[src/rtl/l1_dcache_pkg.sv]
// cache_types: shared constants and the controller state encoding for the
// L1 data cache. The line is fixed at 256 bits (8 x 32-bit words). Widths
// named *_DEF are the default set-index/offset split; the top derives its
// own tag width from its parameters.
package cache_types;
  localparam int ADDR_W       = 32;
  localparam int WORD_W       = 32;
  localparam int LINE_W       = 256;
  localparam int LINE_BYTES   = LINE_W / 8;
  localparam int LINE_WORDS   = LINE_W / WORD_W;
  localparam int S_OFFSET_DEF = 5;
  localparam int S_INDEX_DEF  = 3;
  localparam int TAG_W_DEF    = ADDR_W - S_INDEX_DEF - S_OFFSET_DEF;

  typedef enum logic [1:0] {
    IDLE,
    WRITEBACK,
    ALLOCATE
  } cache_state_e;
endpackage

[src/rtl/l1_dcache_if.sv]
// l1_dcache_if: CPU-side request bus plus the line-wide memory bus of the
// L1 data cache.
//   master : the environment (CPU drives mem_*, memory drives pmem_rdata/resp)
//   slave  : the cache
interface l1_dcache_if;
  import cache_types::*;

  logic                  mem_read;
  logic                  mem_write;
  logic [ADDR_W-1:0]     mem_address;
  logic [WORD_W-1:0]     mem_wdata;
  logic [3:0]            mem_byte_enable;
  logic [WORD_W-1:0]     mem_rdata;
  logic                  mem_resp;

  logic                  pmem_read;
  logic                  pmem_write;
  logic [ADDR_W-1:0]     pmem_address;
  logic [LINE_W-1:0]     pmem_wdata;
  logic [LINE_W-1:0]     pmem_rdata;
  logic                  pmem_resp;

  modport master (
    output mem_read, mem_write, mem_address, mem_wdata, mem_byte_enable,
    output pmem_rdata, pmem_resp,
    input  mem_rdata, mem_resp,
    input  pmem_read, pmem_write, pmem_address, pmem_wdata
  );

  modport slave (
    input  mem_read, mem_write, mem_address, mem_wdata, mem_byte_enable,
    input  pmem_rdata, pmem_resp,
    output mem_rdata, mem_resp,
    output pmem_read, pmem_write, pmem_address, pmem_wdata
  );
endinterface

[src/rtl/l1_dcache_array.sv]
// l1_dcache_array: direct-mapped line storage, 2**S_INDEX sets.
//   index      : set being read and written
//   byte_we    : per-byte write enable across the 256-bit line
//   wdata      : line write data (bytes taken where byte_we=1)
//   meta_we    : load tag_in, set valid, load dirty_in for the set
//   rdata/tag_out/valid_out/dirty_out : asynchronous read of the set
// Only valid/dirty are reset; tag and data come up undefined and are
// never looked at until valid is set.
module l1_dcache_array
  import cache_types::*;
#(
  parameter int S_INDEX = S_INDEX_DEF,
  parameter int TAG_W   = TAG_W_DEF
) (
  input  logic                  clk,
  input  logic                  rst,
  input  logic [S_INDEX-1:0]    index,
  input  logic [LINE_BYTES-1:0] byte_we,
  input  logic [LINE_W-1:0]     wdata,
  input  logic                  meta_we,
  input  logic [TAG_W-1:0]      tag_in,
  input  logic                  dirty_in,
  output logic [LINE_W-1:0]     rdata,
  output logic [TAG_W-1:0]      tag_out,
  output logic                  valid_out,
  output logic                  dirty_out
);
  localparam int SETS = 1 << S_INDEX;

  logic [SETS-1:0]  valid_q;
  logic [SETS-1:0]  dirty_q;
  logic [TAG_W-1:0] tag_q [SETS];

  always_ff @(posedge clk or negedge rst) begin
    if (!rst) begin
      valid_q <= '0;
      dirty_q <= '0;
    end else if (meta_we) begin
      valid_q[index] <= 1'b1;
      dirty_q[index] <= dirty_in;
    end
  end

  always_ff @(posedge clk) begin
    if (meta_we) tag_q[index] <= tag_in;
  end

  // One storage column per byte lane so each lane has a single writer.
  for (genvar b = 0; b < LINE_BYTES; b++) begin : g_byte
    logic [7:0] mem_q [SETS];
    always_ff @(posedge clk) begin
      if (byte_we[b]) mem_q[index] <= wdata[b*8 +: 8];
    end
    assign rdata[b*8 +: 8] = mem_q[index];
  end

  assign tag_out   = tag_q[index];
  assign valid_out = valid_q[index];
  assign dirty_out = dirty_q[index];
endmodule

[src/rtl/l1_dcache.sv]
// l1_dcache: direct-mapped, write-back, write-allocate L1 data cache.
//   clk, rst : clock, asynchronous active-low reset
//   bus      : l1_dcache_if.slave (CPU word requests, memory line transfers)
// Hits complete combinationally in IDLE. A miss optionally writes the dirty
// victim back (WRITEBACK), fills the line (ALLOCATE), then returns to IDLE
// where the still-held request completes as a hit.
module l1_dcache
  import cache_types::*;
#(
  parameter int S_INDEX  = S_INDEX_DEF,
  parameter int S_OFFSET = S_OFFSET_DEF
) (
  input  logic         clk,
  input  logic         rst,
  l1_dcache_if.slave   bus
);
  localparam int TAG_W  = ADDR_W - S_INDEX - S_OFFSET;
  localparam int WSEL_W = S_OFFSET - 2;

  cache_state_e state_q, state_d;

  logic [S_INDEX-1:0]    index;
  logic [TAG_W-1:0]      req_tag, line_tag, tag_in;
  logic [WSEL_W-1:0]     wsel;
  logic [LINE_W-1:0]     line_rdata, line_wdata;
  logic [LINE_BYTES-1:0] byte_we, wr_be;
  logic                  line_valid, line_dirty, meta_we, dirty_in;
  logic                  req, hit;
  logic                  mem_resp, pmem_read, pmem_write;
  logic [ADDR_W-1:0]     pmem_address;
  logic                  addr_unused;

  assign index       = bus.mem_address[S_OFFSET +: S_INDEX];
  assign req_tag     = bus.mem_address[ADDR_W-1 -: TAG_W];
  assign wsel        = bus.mem_address[S_OFFSET-1:2];
  assign addr_unused = ^bus.mem_address[1:0];

  assign req = bus.mem_read | bus.mem_write;
  assign hit = line_valid && (line_tag == req_tag);

  // 4-bit word mask placed at the addressed word of the 32-byte line.
  assign wr_be = LINE_BYTES'(bus.mem_byte_enable) << {wsel, 2'b00};

  l1_dcache_array #(
    .S_INDEX (S_INDEX),
    .TAG_W   (TAG_W)
  ) u_array (
    .clk       (clk),
    .rst       (rst),
    .index     (index),
    .byte_we   (byte_we),
    .wdata     (line_wdata),
    .meta_we   (meta_we),
    .tag_in    (tag_in),
    .dirty_in  (dirty_in),
    .rdata     (line_rdata),
    .tag_out   (line_tag),
    .valid_out (line_valid),
    .dirty_out (line_dirty)
  );

  always_ff @(posedge clk or negedge rst) begin
    if (!rst) state_q <= IDLE;
    else      state_q <= state_d;
  end

  always_comb begin
    state_d      = state_q;
    mem_resp     = 1'b0;
    pmem_read    = 1'b0;
    pmem_write   = 1'b0;
    pmem_address = {req_tag, index, S_OFFSET'(0)};
    byte_we      = '0;
    line_wdata   = {LINE_WORDS{bus.mem_wdata}};
    meta_we      = 1'b0;
    tag_in       = req_tag;
    dirty_in     = 1'b0;
    case (state_q)
      IDLE: begin
        if (req) begin
          if (hit) begin
            mem_resp = 1'b1;
            // A write wins when both strobes are high. An empty mask
            // completes without touching data or dirty.
            if (bus.mem_write) begin
              byte_we = wr_be;
              if (|bus.mem_byte_enable) begin
                meta_we  = 1'b1;
                dirty_in = 1'b1;
              end
            end
          end else if (line_valid && line_dirty) begin
            state_d = WRITEBACK;
          end else begin
            state_d = ALLOCATE;
          end
        end
      end
      WRITEBACK: begin
        pmem_write   = 1'b1;
        pmem_address = {line_tag, index, S_OFFSET'(0)};
        if (bus.pmem_resp) state_d = ALLOCATE;
      end
      ALLOCATE: begin
        pmem_read = 1'b1;
        if (bus.pmem_resp) begin
          byte_we    = '1;
          line_wdata = bus.pmem_rdata;
          meta_we    = 1'b1;
          dirty_in   = 1'b0;
          state_d    = IDLE;
        end
      end
      default: state_d = IDLE;
    endcase
  end

  // Gating on hit keeps never-written (undefined) lines off the read port.
  assign bus.mem_rdata    = hit ? line_rdata[wsel*WORD_W +: WORD_W] : '0;
  assign bus.mem_resp     = mem_resp;
  assign bus.pmem_read    = pmem_read;
  assign bus.pmem_write   = pmem_write;
  assign bus.pmem_address = pmem_address;
  assign bus.pmem_wdata   = line_rdata;
endmodule

[src/flat_wrapper.sv]
// flat-port wrapper written by rule: the top's interface ports become plain ports
module l1_dcache_flat import cache_types::*;
#(
  parameter int S_INDEX  = S_INDEX_DEF,
  parameter int S_OFFSET = S_OFFSET_DEF
)
  (clk, rst, bus_mem_read, bus_mem_write, bus_mem_address, bus_mem_wdata, bus_mem_byte_enable, bus_pmem_rdata, bus_pmem_resp, bus_mem_rdata, bus_mem_resp, bus_pmem_read, bus_pmem_write, bus_pmem_address, bus_pmem_wdata);
  l1_dcache_if bus_i ();
  input  logic clk;
  input  logic rst;
  input wire logic [$bits(bus_i.mem_read)-1:0] bus_mem_read;
  input wire logic [$bits(bus_i.mem_write)-1:0] bus_mem_write;
  input wire logic [$bits(bus_i.mem_address)-1:0] bus_mem_address;
  input wire logic [$bits(bus_i.mem_wdata)-1:0] bus_mem_wdata;
  input wire logic [$bits(bus_i.mem_byte_enable)-1:0] bus_mem_byte_enable;
  input wire logic [$bits(bus_i.pmem_rdata)-1:0] bus_pmem_rdata;
  input wire logic [$bits(bus_i.pmem_resp)-1:0] bus_pmem_resp;
  output wire logic [$bits(bus_i.mem_rdata)-1:0] bus_mem_rdata;
  output wire logic [$bits(bus_i.mem_resp)-1:0] bus_mem_resp;
  output wire logic [$bits(bus_i.pmem_read)-1:0] bus_pmem_read;
  output wire logic [$bits(bus_i.pmem_write)-1:0] bus_pmem_write;
  output wire logic [$bits(bus_i.pmem_address)-1:0] bus_pmem_address;
  output wire logic [$bits(bus_i.pmem_wdata)-1:0] bus_pmem_wdata;
  assign bus_i.mem_read = bus_mem_read;
  assign bus_i.mem_write = bus_mem_write;
  assign bus_i.mem_address = bus_mem_address;
  assign bus_i.mem_wdata = bus_mem_wdata;
  assign bus_i.mem_byte_enable = bus_mem_byte_enable;
  assign bus_i.pmem_rdata = bus_pmem_rdata;
  assign bus_i.pmem_resp = bus_pmem_resp;
  assign bus_mem_rdata = bus_i.mem_rdata;
  assign bus_mem_resp = bus_i.mem_resp;
  assign bus_pmem_read = bus_i.pmem_read;
  assign bus_pmem_write = bus_i.pmem_write;
  assign bus_pmem_address = bus_i.pmem_address;
  assign bus_pmem_wdata = bus_i.pmem_wdata;
  l1_dcache #(.S_INDEX(S_INDEX), .S_OFFSET(S_OFFSET)) u_core (.clk(clk), .rst(rst), .bus(bus_i));
endmodule
[config.mk]
export PLATFORM = sky130hd
export DESIGN_NAME = l1_dcache_flat
export DESIGN_NICKNAME = d
export VERILOG_FILES = /design/src/rtl/l1_dcache_pkg.sv /design/src/rtl/l1_dcache_if.sv /design/src/rtl/l1_dcache_array.sv /design/src/rtl/l1_dcache.sv /design/src/flat_wrapper.sv
export SDC_FILE = /design/constraint.sdc
export NUM_CORES = 2
export LEC_CHECK = 0
export CAP_MARGIN = 15
export CORE_MARGIN = 2
export CORE_UTILIZATION = 55
export CTS_CLUSTER_DIAMETER = 50
export CTS_CLUSTER_SIZE = 24
export DETAILED_ROUTE_END_ITERATION = 6
export GPL_ROUTABILITY_DRIVEN = 0
export PLACE_DENSITY_LB_ADDON = 0.12
export RECOVER_POWER = 100
export SYNTH_ARGS = -nofsm -noshare
export SYNTH_HDL_FRONTEND = slang
export SYNTH_SLANG_ARGS = --single-unit
[constraint.sdc]
create_clock -name clk -period 6.5 [get_ports clk]
set_input_delay 0.65 -clock clk [delete_from_list [all_inputs] [get_ports clk]]
set_output_delay 0.65 -clock clk [all_outputs]
set_load 0.01 [all_outputs]
; Word-level counts from Yosys, hierarchy flattened
; Memories as Yosys holds them, arrays and structs flattened.
; Cells that the tools add are included.
[classes]
addsub = 0
multipliers = 0
div_mod_pow = 0
n_lt_le_gt_ge = 2
n_eq_ne = 7
shift = 2
mux = 100
n_bitwise = 2
n_reduce_logical = 6
[op_table]
columns = cell, n
row1 = $mux 256, 2
row2 = $shiftx 256x9->32, 1
row3 = $mux 32, 6
row4 = $mux 1, 80
row5 = $pmux 32 s2, 1
row6 = $shl 4x5->32, 1
row7 = $eq 24x24->1, 1
row8 = $mux 2, 5
row9 = $bwmux 8, 1
row10 = $or 8x8->8, 1
row11 = $bmux 1 s3, 2
row12 = $ne 2x2->1 const B, 3
row13 = $pmux 2 s3, 1
row14 = $lt 3x4->1 const B, 1
row15 = $reduce_and 4->1, 1
row16 = $reduce_or 4->1, 1
row17 = $demux 1 s3, 1
row18 = $ge 3x1->1 const B, 1
row19 = $logic_and 1x1->1, 3
row20 = $eq 2x1->1 const B, 1
row21 = $eq 2x2->1 const B, 1
row22 = $logic_not 2->1, 1
row23 = $ne 2x1->1 const B, 1
row24 = $pmux 1 s2, 1
row25 = $or 1x1->1, 1
[totals]
register_bits = 18
latchBits = 0
mem_bits_rw = 2240
rom_bits = 0
input_bits = 329
out_inout_bits = 323
mem_count = 33
[mem_list]
columns = name, words, word_bits, rd, rd_clocked_by_memory_dff, write_ports, line
row1 = u_core.u_array.tag_q, 8, 24, 1, 0, 1, l1_dcache_array.sv:32  ; logic [TAG_W-1:0] tag_q [SETS];
row2 = u_core.u_array.g_byte[0].mem_q, 8, 8, 1, 0, 1, l1_dcache_array.sv:50  ; logic [7:0] mem_q [SETS];
row3 = u_core.u_array.g_byte[10].mem_q, 8, 8, 1, 0, 1, l1_dcache_array.sv:50
row4 = u_core.u_array.g_byte[11].mem_q, 8, 8, 1, 0, 1, l1_dcache_array.sv:50
row5 = u_core.u_array.g_byte[12].mem_q, 8, 8, 1, 0, 1, l1_dcache_array.sv:50
row6 = u_core.u_array.g_byte[13].mem_q, 8, 8, 1, 0, 1, l1_dcache_array.sv:50
row7 = 27 more memories, n/a, n/a, n/a, n/a, n/a, n/a

; Depth between registers and ports, before layout
[depth]
word_depth = 8
ltp_mapped = 16

; Hierarchy
; A second synthesis with hierarchy kept.
[unflattened]
cells_unflattened = 4329
hier_area_um2 = 92585.0
[modules_own_cells]
columns = module, n_inst, cells_each, area_per_inst_um2, seq_area_each_um2
row1 = l1_dcache_array, 1, 3594, 86421.6, 67664.9
row2 = l1_dcache, 1, 735, 6163.4, 50.0

; Worst setup path before layout
; OpenSTA, ideal clock, no wires.
[synth_path]
path_kind = input to register
startpoint = input bus_mem_address[5]
endpoint = memory u_core.u_array.tag_q[0][0] in the netlist's numbering (enable)
setup_time_ns = 0.438
arrival_ns = 4.894
t_required_ns = 6.062
path_slack_ns = 1.168
path_stages = 14
n_path_buf = 7
path_cell_list = buf_6 > buf_12 > buf_6 > buf_6 > mux2_2 > o22ai_1 > nor3_1 > nor4_1 > nand4_1 > or4_1 > buf_2 > buf_6 > clkbuf_1 > o21ai_0
[synth_via]
elab_chain_len = 8
[synth_lines]
columns = element, line
row1 = from (decl), flat_wrapper.sv:13  ; input wire logic [$bits(bus_i.mem_address)-1:0] bus_mem_address;
row2 = $mem_v2 8x24 / $bmux 1 s3 (equally long branches), n/a
row3 = $eq 24x24->1 / $mux 1 (equally long branches), "l1_dcache.sv:39, l1_dcache_array.sv:58"
row4 = $logic_and 1x1->1, l1_dcache.sv:39  ; assign hit = line_valid && (line_tag == req_tag);
row5 = $mux 1, l1_dcache.sv:81  ; if (hit) begin
row6 = $mux 1, l1_dcache.sv:80  ; if (req) begin
row7 = $pmux 1 s2, l1_dcache.sv:78  ; case (state_q)
row8 = $mux 1, l1_dcache_array.sv:45  ; if (meta_we) tag_q[index] <= tag_in;
row9 = $mux 1 (not written as such), l1_dcache_array.sv:45
row10 = to (decl), l1_dcache_array.sv:32
; Parallel ways exist; a longest one is shown, timed or not. The select of a mux whose other input is x is not followed.

; Worst setup path after layout
[layout_path]
startpoint = input bus_mem_address[5]
endpoint = output bus_mem_rdata[16]
[layout_via]
elab_chain_len = 4
[layout_lines]
columns = element, line
row1 = "parallel branches: the longest is 3 deep, another holds $mem_v2 8x8", n/a
row2 = $mux 32 *, l1_dcache.sv:119  ; assign bus.mem_rdata = hit ? line_rdata[wsel*WORD_W +: WORD_W] : '0;
row3 = to (decl), flat_wrapper.sv:18  ; output wire logic [$bits(bus_i.mem_rdata)-1:0] bus_mem_rdata;
; Mark *: on every way between the ends. The select of a mux whose other input is x is not followed.

==> impl.org <==
** Outcome
- The flow ran to the end, but the final reports show violations.
- The final reports fail on capacitance limit, slew limit.

** Setup path
- Max Fanout on Critical Path :: 55
- CP max stage delay :: 1.47 ns
- Walking the worst path, the cells encountered are buf_8 > buf_4 > nor3_2 > buf_4 > buf_4 > a22o_1 > a221oi_1 > nand3_1 > mux4_2 > nor2_1 > nor3_2 > clkdlybuf4s50_1.
- The critical path crosses 12 cells after its start point.
- The critical path contains buffers and inverters numbering 5 combined.
- Data required, critical path :: 5.85 ns
- Type of the worst setup path :: input pin to primary output
- For the worst flop-to-flop path, the logic depth is 7.
- Worst setup EP type :: primary output
- By instance count, the cell type seen most on the critical path is buf_4.
- Critical-path top delay cell :: nor3_2
- WP data arrival :: 5.57 ns
- Kind of cell adding the most delay to the critical path :: simple AND/OR/NAND/NOR gates
- STA classifies the critical path startpoint as an input pin.

** Global route
- Across every metal layer, demand over resource in global routing totals 0.378.
- Via count of the first global-routing pass :: between 50,000 and 60,000
- Maximum number of pins on one net before global-route repair :: 116
- The number of antenna violations at the first check in global routing is 35.
- Summed over all layers, the global routing overflow is 0.
- Global-route wire length before repair :: 435,000 um

** STA
- Setup violations remaining at the end of the flow were counted as 0.
- At the pin with the least slew margin, the transition time is 3.78 ns.
- Fin crit period :: between 6 and 7 ns
- The final-report hold violation count came to 0.
- Based on the critical path, the design can be clocked at up to 161 MHz.
- Final max-slew violation count :: 770
- The worst pin sits at a relative slew slack of -1.53.
- Across the routed clock network, the largest skew measured is 0.0354 ns.
- Setup repair after global routing missed its margin :: no
- Dividing the final minimum period by the clock period gives 0.956.
- Fin Setup TNS :: 0 ns

** Synth
- After synthesis, the share of cell area in mux cells is 0.0508.
- In the post-synthesis netlist, the biggest area contributors are edfxtp_1, a22oi_1, o31ai_1, a21o_1, mux4_2.
- Synth top cells by count :: edfxtp_1, a22oi_1, clkbuf_1, o31ai_1, a21o_1
- The synthesized netlist contains 60 unique library cells.
- Largest family of logic cells by synthesized area :: compound AO/OA/AOI/OAI gates
- The share of synthesized area in the top cell type comes to 0.751.
- Cell type with the highest aggregate area in the netlist :: edfxtp_1
- Gate count of the mapped netlist :: 5,190
- Of the total synthesized cell area, the portion taken by full adders, half adders and majority gates is 0.
- Yosys warnings :: 0
- Portion of the post-synthesis area used by sequential elements :: 0.756
- The fraction of the mapped netlist area in compound gates was 0.137.
- Count of flip-flops with a built-in enable after synthesis :: 2,240
- The most common cell in the synthesized netlist is edfxtp_1.
- Xor/xnor share of the synthesized area :: 0.000880
- FF+latch count, synth :: ~2,300
- Primary flip-flop cell chosen by synthesis mapping :: edfxtp_1
- Async S/R FF share, synth :: 0.00797
- Of the total synthesized cell area, the portion taken by AND, OR, NAND and NOR gates is 0.0303.
- Averaged over all synthesized cells, the footprint is 17.3 um2.
- Post-synthesis instance area :: 0.0895 mm2

** Routing
- In this run the remaining antenna-violating nets after routing total 0.
- WL per Instance :: 38.8 um
- Remaining design rule violation count :: 0
- The routed layout has about 58,000 vias.
- In this run, the number of DRC markers left after iteration 0 of detailed routing was 9,969.
- Vias per inst :: 7.06
- Before antenna repair, the detailed router went through 7 iterations.
- The routed design has 322,000 um of wire.

** Clock tree
- Clock Latency Late Sink :: 0.84 ns
- The number of clock buffers added by TritonCTS is 167.
- The tree is rooted in a clkbuf_16.
- Post-CTS setup buffer count :: 0
- For this design, the CTS-stage hold fixing added 0 buffers.
- The clock drives 2,258 sinks.
- Number of H-tree branching levels :: 4
- The longest clock path from root to sink contains 3 buffers.
- Total of cells resized after clock tree synthesis :: 0
- TritonCTS clock tree :: yes
- Clock slew seen by the registers of the worst setup and hold paths :: 0.08 ns

** Placement
- Half-perimeter wire length after placement :: 207,000 um
- After detailed placement, the total cell area comes to about 0.1 mm2.
- # port buffers :: 644

** Job
- Max-cap violations :: 40

** Floorplan
- approximately 650 I/O pins were placed.
- The floorplan step set the die width to 407 um.
- The floorplan step defined a core boundary enclosing 0.162 mm2.
- Total Die Area :: about 0.17 mm2
- The initialized floorplan defines approximately 150 standard-cell rows.
- Height of the die :: 407 um
- For this configuration, the core starts out at a cell density of 0.552.

** Hold path
- The tightest min-delay check is of the input pin to flop type.
- The worst hold path was traced through 2 stages.

** Power and ir drop
- Leakage component of the power :: 0.0348 uW
- Total power :: 32,400 uW
- The worst-case IR drop observed on VDD is 0.000315 V.
- Power per cell area :: between 300 and 400 mW/mm2

** Final layout
- In the final layout, flip-flops and latches occupy 0.0677 mm2.
- At the end of the flow, the number of nets in the layout was about 6,300.
- In the final layout, the multi-input gates occupy ~0.020 mm2.
- Area Overhead vs Synth :: 17.4%
- Once layout is done, the placed cells without fillers occupy 0.105 mm2.
- Filler cells :: roughly 12,000
- In the final layout, the share of cells above drive strength 1 is 0.131.
## routing by layer
layer	global-route usage	part of all wire	wire (um)	vias up
met5	0	0.00042	136	-
met4	0.195	0.060	19200	20
met3	0.115	0.14	44700	787
met2	0.559	0.45	143000	4686
met1	0.509	0.35	114000	29700
li1	-	-	-	23200
## cell families after synthesis
logic type / count (synthesis)
DFF: 2258
buffers and inverters: 466
and+or+nand+nor: 498
xor gates and xnor gates: 9
muxes: 332
other: 1
AOI/OAI and AO/OA: 1626
## final cells by class
| cell class | instances | area share |
|---|---|---|
| Timing Repair Buffer | 1049 | 0.0856 |
| Tap cell | 2175 | 0.0259 |
| Multi-Input combinational cell | 2470 | 0.188 |
| Clock buffer | 176 | 0.0408 |
| Inverter | 7 | 0.000297 |
| Sequential cell | 2258 | 0.644 |
| Clock inverter | 134 | 0.0151 |
| Antenna cell | 16 | 0.000381 |
## worst paths after layout
kind	from	to	slack, ns
setup / recovery	bus_mem_address[5]	bus_mem_rdata[16]	0.28
hold / removal	bus_pmem_resp	u_core.state_q[0]	0.46
setup reg to reg	u_core.state_q[1]	u_core.u_array.g_byte[3].mem_q[6][7]	0.31
hold reg to reg	u_core.u_array.valid_q[5]	u_core.u_array.valid_q[5]	0.47
max in group asynchronous	rst	u_core.u_array.valid_q[6]	5.27
min in group asynchronous	rst	u_core.u_array.dirty_q[4]	0.50
## state kept, by name, summed over array words and instances, names as in the netlist
signal and count:
u_core.u_array.g_byte.mem_q 2048, u_core.u_array.tag_q 192, u_core.u_array.dirty_q 8, u_core.u_array.valid_q 8, u_core.state_q 2
## power breakdown
group / leakage, uW / switching (uW) / internal [uW]
logic: 0.0114 / 2900 / 1190
clock network: 0.00285 / 5630 / 5490
registers: 0.0206 / 109 / 17000
## metrics by stage
| step | hold slack, ns | util | cells | worst slack (ns) |
|---|---|---|---|---|
| 2_1_floorplan | 0.354 | - | 5194 | 1.17 |
| 3_3_place_gp | 0.445 | 0.619 | 7959 | 0.741 |
| 3_5_place_dp | 0.454 | 0.619 | 7959 | 0.767 |
| 4_1_cts | 0.375 | 0.655 | 8269 | 0.742 |
| 5_1_grt | 0.466 | 0.648 | 8273 | 0.261 |
| 6_report | 0.462 | 0.648 | 8285 | 0.284 |
## cell usage in the layout (no fill, tap or decap), types with 87 or more instances in the layout
cell / Yosys / final
edfxtp_1: 2240 / 2240
buf_4: 13 / 115
mux2i_1: 94 / 94
dlygate4sd3_1: 0 / 301
a221oi_1: 168 / 168
nand3_1: 87 / 87
clkbuf_1: 289 / 208
clkdlybuf4s50_1: 0 / 337
o31ai_1: 271 / 271
a21o_1: 257 / 257
a22oi_1: 631 / 631
mux2_2: 155 / 155
nand4_1: 118 / 118
clkbuf_16: 0 / 170
(Power assumes the default switching activity.)
